--- src/rtl/rv32i_pkg.sv ---
// Shared RV32I core definitions: datapath width, reset vector and fetch FSM states.
package rv32i_pkg;

    localparam int          DPW      = 32;
    localparam logic [31:0] RESET_PC = 32'h0000_0000;

    typedef enum logic [2:0] {
        BOOT,
        REQ,
        WAIT,
        HOLD,
        KILL
    } fetch_state_e;

endpackage

--- src/rtl/fetch_ctrl.sv ---
// Fetch controller: sequences single-outstanding instruction-memory requests and steers the PC register.
module fetch_ctrl #(
    parameter int             DPW      = rv32i_pkg::DPW,
    parameter logic [DPW-1:0] RESET_PC = rv32i_pkg::RESET_PC
) (
    input  logic           clk,
    input  logic           rst_n,
    input  logic [DPW-1:0] PCF,
    input  logic           redirect_valid,
    input  logic [DPW-1:0] redirect_pc,
    input  logic           hazard_stall,
    output logic           imem_req,
    output logic [DPW-1:0] imem_addr,
    input  logic           imem_gnt,
    input  logic           imem_rvalid,
    input  logic [31:0]    imem_rdata,
    output logic           instr_valid,
    output logic [31:0]    instr_out,
    output logic [DPW-1:0] PCNext,
    output logic           stallF,
    output logic           flushF,
    output logic           flushD
);
    import rv32i_pkg::*;

    localparam logic [DPW-1:0] ALIGN_MASK = ~DPW'(3);

    fetch_state_e   state_q, state_d;
    logic [31:0]    hold_q, hold_d;
    logic [DPW-1:0] pc_plus4;
    logic [DPW-1:0] redir_pc;
    logic [DPW-1:0] pc_next_raw;

    assign pc_plus4 = PCF + DPW'(4);
    assign redir_pc = redirect_pc & ALIGN_MASK;
    assign PCNext   = pc_next_raw & ALIGN_MASK;

    always_ff @(posedge clk or negedge rst_n) begin
        if (!rst_n) begin
            state_q <= BOOT;
            hold_q  <= '0;
        end else begin
            state_q <= state_d;
            hold_q  <= hold_d;
        end
    end

    // A redirect always wins over responses and decode stalls; only BOOT ignores it.
    always_comb begin
        state_d     = state_q;
        hold_d      = hold_q;
        imem_req    = 1'b0;
        imem_addr   = PCF;
        instr_valid = 1'b0;
        instr_out   = '0;
        pc_next_raw = PCF;
        stallF      = 1'b1;
        flushF      = 1'b0;
        flushD      = redirect_valid;

        unique case (state_q)
            BOOT: begin
                flushF      = 1'b1;
                flushD      = 1'b1;
                stallF      = 1'b0;
                pc_next_raw = RESET_PC;
                state_d     = REQ;
            end
            REQ: begin
                imem_req = 1'b1;
                if (redirect_valid) begin
                    pc_next_raw = redir_pc;
                    stallF      = 1'b0;
                    if (imem_gnt) state_d = KILL;
                end else if (imem_gnt) begin
                    state_d = WAIT;
                end
            end
            WAIT: begin
                if (redirect_valid) begin
                    pc_next_raw = redir_pc;
                    stallF      = 1'b0;
                    state_d     = imem_rvalid ? REQ : KILL;
                end else if (imem_rvalid) begin
                    instr_valid = 1'b1;
                    instr_out   = imem_rdata;
                    if (hazard_stall) begin
                        hold_d  = imem_rdata;
                        state_d = HOLD;
                    end else begin
                        pc_next_raw = pc_plus4;
                        stallF      = 1'b0;
                        state_d     = REQ;
                    end
                end
            end
            HOLD: begin
                if (redirect_valid) begin
                    pc_next_raw = redir_pc;
                    stallF      = 1'b0;
                    state_d     = REQ;
                end else begin
                    instr_valid = 1'b1;
                    instr_out   = hold_q;
                    if (!hazard_stall) begin
                        pc_next_raw = pc_plus4;
                        stallF      = 1'b0;
                        state_d     = REQ;
                    end
                end
            end
            KILL: begin
                if (redirect_valid) begin
                    pc_next_raw = redir_pc;
                    stallF      = 1'b0;
                end
                if (imem_rvalid) state_d = REQ;
            end
            default: state_d = BOOT;
        endcase

        // Outputs follow rst_n immediately, not just at the next edge.
        if (!rst_n) begin
            imem_req    = 1'b0;
            instr_valid = 1'b0;
            instr_out   = '0;
            stallF      = 1'b1;
            flushF      = 1'b1;
            flushD      = 1'b1;
            pc_next_raw = RESET_PC;
        end
    end

endmodule

--- config.mk ---
export PLATFORM = sky130hd
export DESIGN_NAME = fetch_ctrl
export DESIGN_NICKNAME = d
export VERILOG_FILES = /design/src/rtl/rv32i_pkg.sv /design/src/rtl/fetch_ctrl.sv
export SDC_FILE = /design/constraint.sdc
export NUM_CORES = 1
export LEC_CHECK = 0
export ABC_AREA = 1
export CORE_MARGIN = 2
export CORE_UTILIZATION = 48
export DETAILED_ROUTE_END_ITERATION = 10
export GPL_ROUTABILITY_DRIVEN = 1
export GPL_TIMING_DRIVEN = 0
export PLACE_DENSITY = 0.89
export SLEW_MARGIN = 20
export SYNTH_ARGS = -nofsm -noshare
export SYNTH_HDL_FRONTEND = slang
export SYNTH_SLANG_ARGS = --single-unit
--- constraint.sdc ---
create_clock -name clk -period 2.8 [get_ports clk]
set_input_delay 0.56 -clock clk [delete_from_list [all_inputs] [get_ports clk]]
set_output_delay 0.56 -clock clk [all_outputs]
set_load 0.02 [all_outputs]
==> results.toml <==
[status]
outcome = "finished with violations"
violations = "negative setup slack"

[drt]
top_layer = "met4"
wl_um = 20100
met2_length_um = 9180
met3_length_um = 2610
drc = 0
wl_per_cell_um = 17.3
drt-pass1-iter-count = 7
drtIter0Drc = 816
via_per_inst = 5.75
ant_nets = 0
via_count = 6662
wl_met1_um = 7560

[finish]
final_nets = 1127
num_antenna_cells = 0
final_cell_mix = "nand2_1, nor2_1, clkdlybuf4s50_1"
area_delta_synth_final_pct = 52.5
final_area_sq_um = 7240
final_common_cell = "nand2_1"
drive_above_1_share_pct = 25.3

[worst_setup_path]
crit_path_start_kind = "flop"
end_kind = "output pin"
critPathMaxFanout = 10
crit_type = "reg -> out"
cp_top_family = "buffers and inverters"
critPathMaxStageDelay_ps = 430
worst-path-buf-inv = 4
crit_required_ps = 2240
cp_slowest_cell = "dfrtp_1"
cp.arrival_ps = 2240
crit_chain = "inv_2 -> nor2_4 -> buf_4 -> nand2_4 -> buf_2 -> nor3_2 -> nor3_1 -> o211ai_1 -> dlygate4sd2_1"

[floorplan]
die_w_um = 103
die-height_um = 103
start_util_pct = 49.0
die-area_sq_um = 10700
row_count = 36
ios = 203
core_sq_um = 9680

[global_route]
grt_max_degree = 26
grt_usage_pct = 36.0
grt_pass1_vias = 6002
grt_pass1_wl_um = 30000
grt-ovfl-total = 0
antenna_found_initial = 0

[timing]
hold_viol_final = 0
whs_ps = 116
period_minus_slack_ps = 2800
post-route-period-util_pct = 100
max_slew_margin_pct = 59.6
skew_ps = 7.65
maxSlewViolCount = 0
fin_ws_ps = -4.24
rsz0062_at_grt = "yes"
tightestPinTransition_ps = 606
setup_violations = 1
fmax_ghz = 0.357

[pwr]
ir_drop_mv = 0.386
power_uw = 3700
intPower_uw = 1840
switching_power_uw = 1860
seqPwrFrac_pct = 22.2
powerDensity_nw_per_um2 = 511
switching_share_pct = 50.4
pwr-share-comb_pct = 66.8
p_leak_uw = 0.00350
p_clk_share_pct = 11.0

[clock_tree]
clk_latency_ps = 300
tritoncts = "yes"
clkTransAtPathRegs_ps = 80
root_buffer = "clkbuf_8"
clock_sinks = 35
clk_path_buf_depth = 2
numCtsBuffers = 5
h-tree-depth = 2

[synth]
synth_top_family_by_area = "simple AND/OR/NAND/NOR gates"
ys_seq_elements = 35
ys_warn_count = 0
synth-compound-area-share_pct = 19.2
ys_types = 39
synth_area_sq_um = 4750
synthXorXnorAreaFrac_pct = 0.553
synth_mux_area_share_pct = 7.59
syn_inst = 799
synthAdderAreaFrac_pct = 0.263
ys_seq_area_share_pct = 18.4
syn_area_per_cell_sq_um = 5.94
synth-simple-area-share_pct = 38.3

[placement]
dpl-instance-area_sq_um = 6900
hpwl_um = 14200
pre_cts_ws_ps = -1010
numPortBuffers = 196
gp_congestion = 1.06

[worst_hold_path]
min_path_type = "in -> async"

[flow_run]
drv_cap = 0
state kept, by name (all words and copies together), names as in the netlist:
name / flops
hold_q: 32
state_q: 3
worst register-to-register path: cells and delay by family (launching register included):
kind	cells	cell delay, ps
buf+inv	5	710
simple gates	4	500
flops	1	420
mux	1	350
routing by layer:
layer / global-route usage (%) / vias to the layer above
met1: 47.3 / 3000
met3: 7.93 / 86
met5: 0 / -
met4: 14.7 / 0
met2: 57.3 / 495
li1: - / 3081
stage by stage:
| stage | TNS (ps) | instances | utilization [%] |
|---|---|---|---|
| 2_1_floorplan | 0 | 800 | - |
| 3_3_place_gp | -125170 | 1129 | 71.1 |
| 3_5_place_dp | -53170 | 1130 | 71.3 |
| 4_1_cts | -78.4 | 1145 | 75.6 |
| 5_1_grt | -194 | 1158 | 74.8 |
| 6_report | -4.24 | 1158 | 74.8 |
area by class of cell:
cell class                 count  area (sq um)
inverter                      87           332
buffer                        71           509
clock inverter                 2          16.3
timing repair buffer         218          1830
multi-input combinational    606          3430
sequential                    35           876
tap                          133           166
clock buffer                   6          82.6
fill                         770          2440
cell usage after synthesis:
cell type	n	area share, %
clkinv_1	5	0.40
buf_2	11	1.2
clkbuf_1	23	1.8
a211oi_1	3	0.47
nand3b_1	8	1.3
ha_1	1	0.26
a41oi_1	1	0.18
nor4_1	1	0.13
nand2_1	146	12
inv_2	13	1.0
xor2_1	2	0.37
nor2_1	147	12
conb_1	1	0.079
o21bai_1	15	2.4
dfrtp_1	35	18
o31ai_1	2	0.32
buf_4	35	5.5
a22oi_1	32	5.1
nand2_2	5	0.66
nor3_1	7	0.74
a21oi_1	33	3.5
a311oi_1	1	0.18
buf_1	3	0.24
nor2_2	9	1.2
nor2_4	3	0.71
a31oi_1	6	0.79
nand3_1	79	8.3
o211ai_1	7	1.1
nor3_2	2	0.42
o21ai_1	14	1.5
o21ai_0	34	3.6
inv_1	69	5.5
a32oi_1	1	0.18
xnor2_1	1	0.18
nand3_2	1	0.21
or2_0	2	0.26
mux2_1	32	7.6
nand4_1	7	0.92
or2_2	2	0.26
logic make-up (layout without fill, tap and decap cells):
group           Yosys count  after routing
fa+ha+maj                 1              1
other cells               1              2
simple gates            419            419
compound gates          149            149
buf+inv                 159            384
mux                      32             32
flops                    35             35
xor+xnor                  3              3
what timing repair did:
action                     4_1_cts  5_1_grt
hold buffers                     0        0
gates resized for setup        321      123
setup buffers                    8       13
setup endpoints to repair       67       63
pin swaps                       10       12
path summary, 6_finish.rpt:
path | start | to | slack [ps] | cells past startpoint
worst max register to register | state_q[1] | hold_q[12] | 690 | 10
worst min-delay path | rst_n | hold_q[30] | 120 | 1
min in group clk | hold_q[3] | hold_q[3] | 500 | 1
max in group asynchronous | rst_n | hold_q[12] | 2310 | 2
worst min register to register | hold_q[3] | hold_q[3] | 500 | 1
worst max-delay path | state_q[1] | stallF | -4 | 9
power groups by stage:
stage          registers (uW)  logic (uW)  clock network [uW]
3_3_place_gp              802        2350                   0
5_1_grt                   843        2660                 433
6_report                  821        2470                 406
3_5_place_dp              811        2390                   0
4_1_cts                   813        2380                 406
2_1_floorplan             778        1440                   0
Power figures use the tool's default switching activity.
